--- src/rtl/serial_compare.sv ---
// Multi-cycle MSB-first magnitude comparator, CHUNK bits per cycle.
// Define SIGNED_CMP_EN for two's-complement operands.
module serial_compare #(
  parameter int WIDTH = 16,
  parameter int CHUNK = 4
) (
  input  logic             clk,
  input  logic             rst_n,
  input  logic             start,
  input  logic [WIDTH-1:0] in1,
  input  logic [WIDTH-1:0] in2,
  output logic             busy,
  output logic             done,
  output logic             less,
  output logic             equal,
  output logic             bigger
);

  localparam int NCHUNK = WIDTH / CHUNK;
  localparam int IW = (NCHUNK > 1) ? $clog2(NCHUNK) : 1;
  localparam logic [IW-1:0] LAST = IW'(NCHUNK - 1);

  typedef enum logic {
    IDLE,
    RUN
  } state_t;

  state_t           state_q, state_d;
  logic [WIDTH-1:0] opa_q, opa_d;
  logic [WIDTH-1:0] opb_q, opb_d;
  logic [IW-1:0]    idx_q, idx_d;
  logic             less_q, less_d;
  logic             equal_q, equal_d;
  logic             bigger_q, bigger_d;
  logic             done_q, done_d;
  logic [CHUNK-1:0] chunk_a, chunk_b;

  assign chunk_a = opa_q[int'(idx_q)*CHUNK +: CHUNK];
  assign chunk_b = opb_q[int'(idx_q)*CHUNK +: CHUNK];

  always_comb begin
    state_d  = state_q;
    opa_d    = opa_q;
    opb_d    = opb_q;
    idx_d    = idx_q;
    less_d   = less_q;
    equal_d  = equal_q;
    bigger_d = bigger_q;
    done_d   = 1'b0;
    unique case (state_q)
      IDLE: begin
        if (start) begin
          opa_d   = in1;
          opb_d   = in2;
          idx_d   = LAST;
          state_d = RUN;
        end
      end
      RUN: begin
`ifdef SIGNED_CMP_EN
        // differing sign bits settle the result before any scan
        if (idx_q == LAST &&
            opa_q[WIDTH-1] != opb_q[WIDTH-1]) begin
          less_d   = opa_q[WIDTH-1];
          bigger_d = ~opa_q[WIDTH-1];
          equal_d  = 1'b0;
          done_d   = 1'b1;
          state_d  = IDLE;
        end else
`endif
        if (chunk_a != chunk_b) begin
          less_d   = (chunk_a < chunk_b);
          bigger_d = (chunk_a > chunk_b);
          equal_d  = 1'b0;
          done_d   = 1'b1;
          state_d  = IDLE;
        end else if (idx_q == '0) begin
          less_d   = 1'b0;
          bigger_d = 1'b0;
          equal_d  = 1'b1;
          done_d   = 1'b1;
          state_d  = IDLE;
        end else begin
          idx_d = idx_q - 1'b1;
        end
      end
      default: state_d = IDLE;
    endcase
  end

  always_ff @(posedge clk) begin
    if (!rst_n) begin
      state_q  <= IDLE;
      opa_q    <= '0;
      opb_q    <= '0;
      idx_q    <= '0;
      less_q   <= 1'b0;
      equal_q  <= 1'b0;
      bigger_q <= 1'b0;
      done_q   <= 1'b0;
    end else begin
      state_q  <= state_d;
      opa_q    <= opa_d;
      opb_q    <= opb_d;
      idx_q    <= idx_d;
      less_q   <= less_d;
      equal_q  <= equal_d;
      bigger_q <= bigger_d;
      done_q   <= done_d;
    end
  end

  assign busy   = (state_q == RUN);
  assign done   = done_q;
  assign less   = less_q;
  assign equal  = equal_q;
  assign bigger = bigger_q;

endmodule

--- config.mk ---
export PLATFORM = sky130hd
export DESIGN_NAME = serial_compare
export DESIGN_NICKNAME = d
export VERILOG_FILES = /design/src/rtl/serial_compare.sv
export SDC_FILE = /design/constraint.sdc
export NUM_CORES = 1
export LEC_CHECK = 0
export BUFFER_PORTS_ARGS = -buffer_cell sky130_fd_sc_hd__clkbuf_2
export CORE_MARGIN = 10
export CORE_UTILIZATION = 44
export DETAILED_ROUTE_END_ITERATION = 16
export PLACE_DENSITY = 0.69
export SLEW_MARGIN = 10
export SYNTH_ARGS = -nofsm -noshare
export SYNTH_HDL_FRONTEND = slang
export SYNTH_SLANG_ARGS = --single-unit
--- constraint.sdc ---
create_clock -name clk -period 3.49 [get_ports clk]
set_input_delay 0.1745 -clock clk [delete_from_list [all_inputs] [get_ports clk]]
set_output_delay 0.1745 -clock clk [all_outputs]
set_load 0.03 [all_outputs]
==> flow_metrics.env <==
export IMPL_outcome="completed"
export IMPL_swShare_pct=28.6
export IMPL_vias=1380
export IMPL_gr_usage_all_layers_pct=11.1
export IMPL_synth_flop_cell="dfxtp_1"
export IMPL_drive_above_1_share_pct=25.3
export IMPL_ys_ff_latch=39
export IMPL_synth_area_top_cells="dfxtp_1 (45%), nand2_1 (15%), mux4_2 (10%)"
export IMPL_synth_yosys_warnings=0
export IMPL_crit_arrival_ns=2.67
export IMPL_synth_edf_count=0
export IMPL_cts_setup_buffers=0
export IMPL_drc=0
export IMPL_dieWidth_microns=82.6
export IMPL_timing_final_crit_period_ns=2.48
export IMPL_gr_usage_met2_pct=18.1
export IMPL_startpoint_type="flop"
export IMPL_start_util_pct=46.5
export IMPL_cts_hold_buf=0
export IMPL_async_flop_share_pct=0
export IMPL_grtUsageMet3_pct=5.29
export IMPL_cp_required_ns=3.69
export IMPL_fillers=388
export IMPL_drtAntennaViolNets=0
export IMPL_drtIter0Drc=56
export IMPL_slew_headroom_pct=24.4
export IMPL_report_final_slew_viol_count=0
export IMPL_cts_buffer_depth=2
export IMPL_tightestPinTransition_ns=1.13
export IMPL_area_growth_pct=16.6
export IMPL_dieArea_sq_um=6830
export IMPL_p_sw_uw=281
export IMPL_cts_max_level=2
export IMPL_combinationalPowerShare_pct=18.5
export IMPL_drt_total_wl_mm=3.56
export IMPL_min_path_type="in -> reg"
export IMPL_ys_types=23
export IMPL_period_share_pct=71.0
export IMPL_wl_per_cell_microns=12.9
export IMPL_clkTransAtPathRegs_ns=0.08
export IMPL_leakage_nw=0.829
export IMPL_tns_ns=0
export IMPL_fin_nets=268
export IMPL_grt_pass1_vias=1388
export IMPL_io_buffers=39
export IMPL_powerDensity_nw_per_um2=488
export IMPL_worstSetupPathType="reg -> reg"
export IMPL_io_pins=40
export IMPL_critPathCaptureType="flop"
export IMPL_antenna_cells=0
export IMPL_finalClockSkew_ns=0.00514
export IMPL_numCtsBuffers=5
export IMPL_yosys_area_top_type="dfxtp_1"
export IMPL_hpwl_mm=2.60
export IMPL_finalSetupViolations=0
export IMPL_peakVddDrop_mv=0.241
export IMPL_cts_sinks=39
export IMPL_hold_slack_ns=0.0922
export IMPL_synth_area_sq_um=1730
export IMPL_grt_busiest_layer="met2"
export IMPL_drtPass1Iterations=4
export IMPL_cts_resized=0
export IMPL_clockRootBuffer="clkbuf_8"
export IMPL_rows=22
export IMPL_clk_latency_ns=0.29
export IMPL_clock_fmax_ghz=0.404
export IMPL_grt_pass1_wl_mm=5.93
export IMPL_intPower_uw=701
export IMPL_hold_violations=0
export IMPL_die_h_microns=82.6
export IMPL_power_frac_clock_pct=30.2
export IMPL_synth_top_area_share_pct=45.2
export IMPL_drv_cap=0
export IMPL_avgViaCountPerCell=4.98
export IMPL_cts_tree="yes"
export IMPL_core_sq_um=3720
export IMPL_p_seq_share_pct=51.3
export IMPL_rsz0062_at_grt="no"
export IMPL_grt_overflow_total=0
export IMPL_syn_inst=193
export IMPL_syn_avg_cell_area_sq_um=8.95
export IMPL_grt_max_degree=36
export IMPL_synth_nets=233
export IMPL_groute_layer_met1_usage_pct=12.5
export IMPL_antenna_found_initial=0
export IMPL_gp_congestion=0.771
export IMPL_cp_max_fo=11
export IMPL_yosysSeqAreaShare_pct=45.2
[Yosys cell counts, types with 3 or more instances]
library cell	number
a211oi_1	3
a21boi_0	6
a21boi_1	12
a21oi_1	18
buf_2	6
buf_4	3
clkbuf_1	3
dfxtp_1	39
ha_1	5
inv_1	7
mux4_2	8
nand2_1	67
o21ai_0	3
[logic make-up after synthesis]
family / Yosys count / share of synthesized area [%]
buffers and inverters: 20 / 5.43
multiplexers: 8 / 10.4
AND/OR/NAND/NOR: 78 / 19.6
flip-flops: 39 / 45.2
AO/OA/AOI/OAI: 43 / 15.7
adder cells (fa/ha/maj): 5 / 3.62
[layer usage]
| layer | share of wire (%) | wire length [microns] | up-vias |
|---|---|---|---|
| met3 | 7.6 | 272 | 6 |
| met5 | 0 | 0 | - |
| met2 | 46 | 1620 | 28 |
| met4 | 1.2 | 43 | 0 |
| met1 | 46 | 1620 | 626 |
| li1 | - | - | 720 |
[power by group through the flow]
stage	Clock [mW]	Combinational, mW	Sequential, mW
after global routing	0.320	0.206	0.509
after floorplan	0	0.141	0.510
after detailed placement	0	0.184	0.515
after CTS	0.305	0.184	0.504
after global placement	0	0.181	0.514
final	0.297	0.182	0.504
[final cells by class]
cell class / instances / area, sq um / share of cell area, %
clock buffer: 6 / 72.6 / 3.60
clock inverter: 2 / 12.5 / 0.622
inverter: 8 / 30.0 / 1.49
multi-input combinational: 134 / 855 / 42.4
sequential: 39 / 781 / 38.8
tap: 48 / 60.1 / 2.98
timing repair buffer: 40 / 203 / 10.1
[through the flow]
| step | util, % | total power, mW | worst slack, ns | cells | area [sq um] |
|---|---|---|---|---|---|
| after global routing | 54.2 | 1.04 | 0.785 | 277 | 2010 |
| after global placement | 51.9 | 0.696 | 1.08 | 269 | 1930 |
| after detailed placement | 51.9 | 0.699 | 1.01 | 269 | 1930 |
| after floorplan | - | 0.652 | 1.40 | 193 | 1730 |
| final | 54.2 | 0.982 | 1.01 | 277 | 2010 |
| after CTS | 54.2 | 0.994 | 0.969 | 277 | 2010 |
[worst paths after layout]
kind	cells past startpoint	start	to	slack [ns]
worst min-delay path	3	in2[10]	opb_q[10]	0.09
worst min register to register	2	opa_q[6]	opa_q[6]	0.45
worst max register to register	6	idx_q[0]	idx_q[0]	1.01
worst max-delay path	6	idx_q[0]	idx_q[0]	1.01
[state kept, by name, indices dropped and copies added (netlist names)]
signal  cells
opa_q      16
opb_q      16
idx_q       2
bigger      1
busy        1
done        1
equal       1
less        1
[cell usage in the layout, fill, tap and decap left out, types with 3 or more instances in the layout]
master / netlist / routed
nand2_1: 67 / 67
dfxtp_1: 39 / 39
clkbuf_2: 0 / 39
a21oi_1: 18 / 18
a21boi_1: 12 / 12
mux4_2: 8 / 8
inv_1: 7 / 7
a21boi_0: 6 / 6
ha_1: 5 / 5
clkbuf_8: 0 / 5
a211oi_1: 3 / 3
o21ai_0: 3 / 3
[critical path, cell delays in order, from the launching register on]
cell and delay [ns]:
dfxtp_1 0.70, mux4_2 0.58, ha_1 0.37, nand4_4 0.14, nor3b_4 0.27, nor3_1 0.09
a211oi_1 0.23
(Power assumes the default switching activity.)
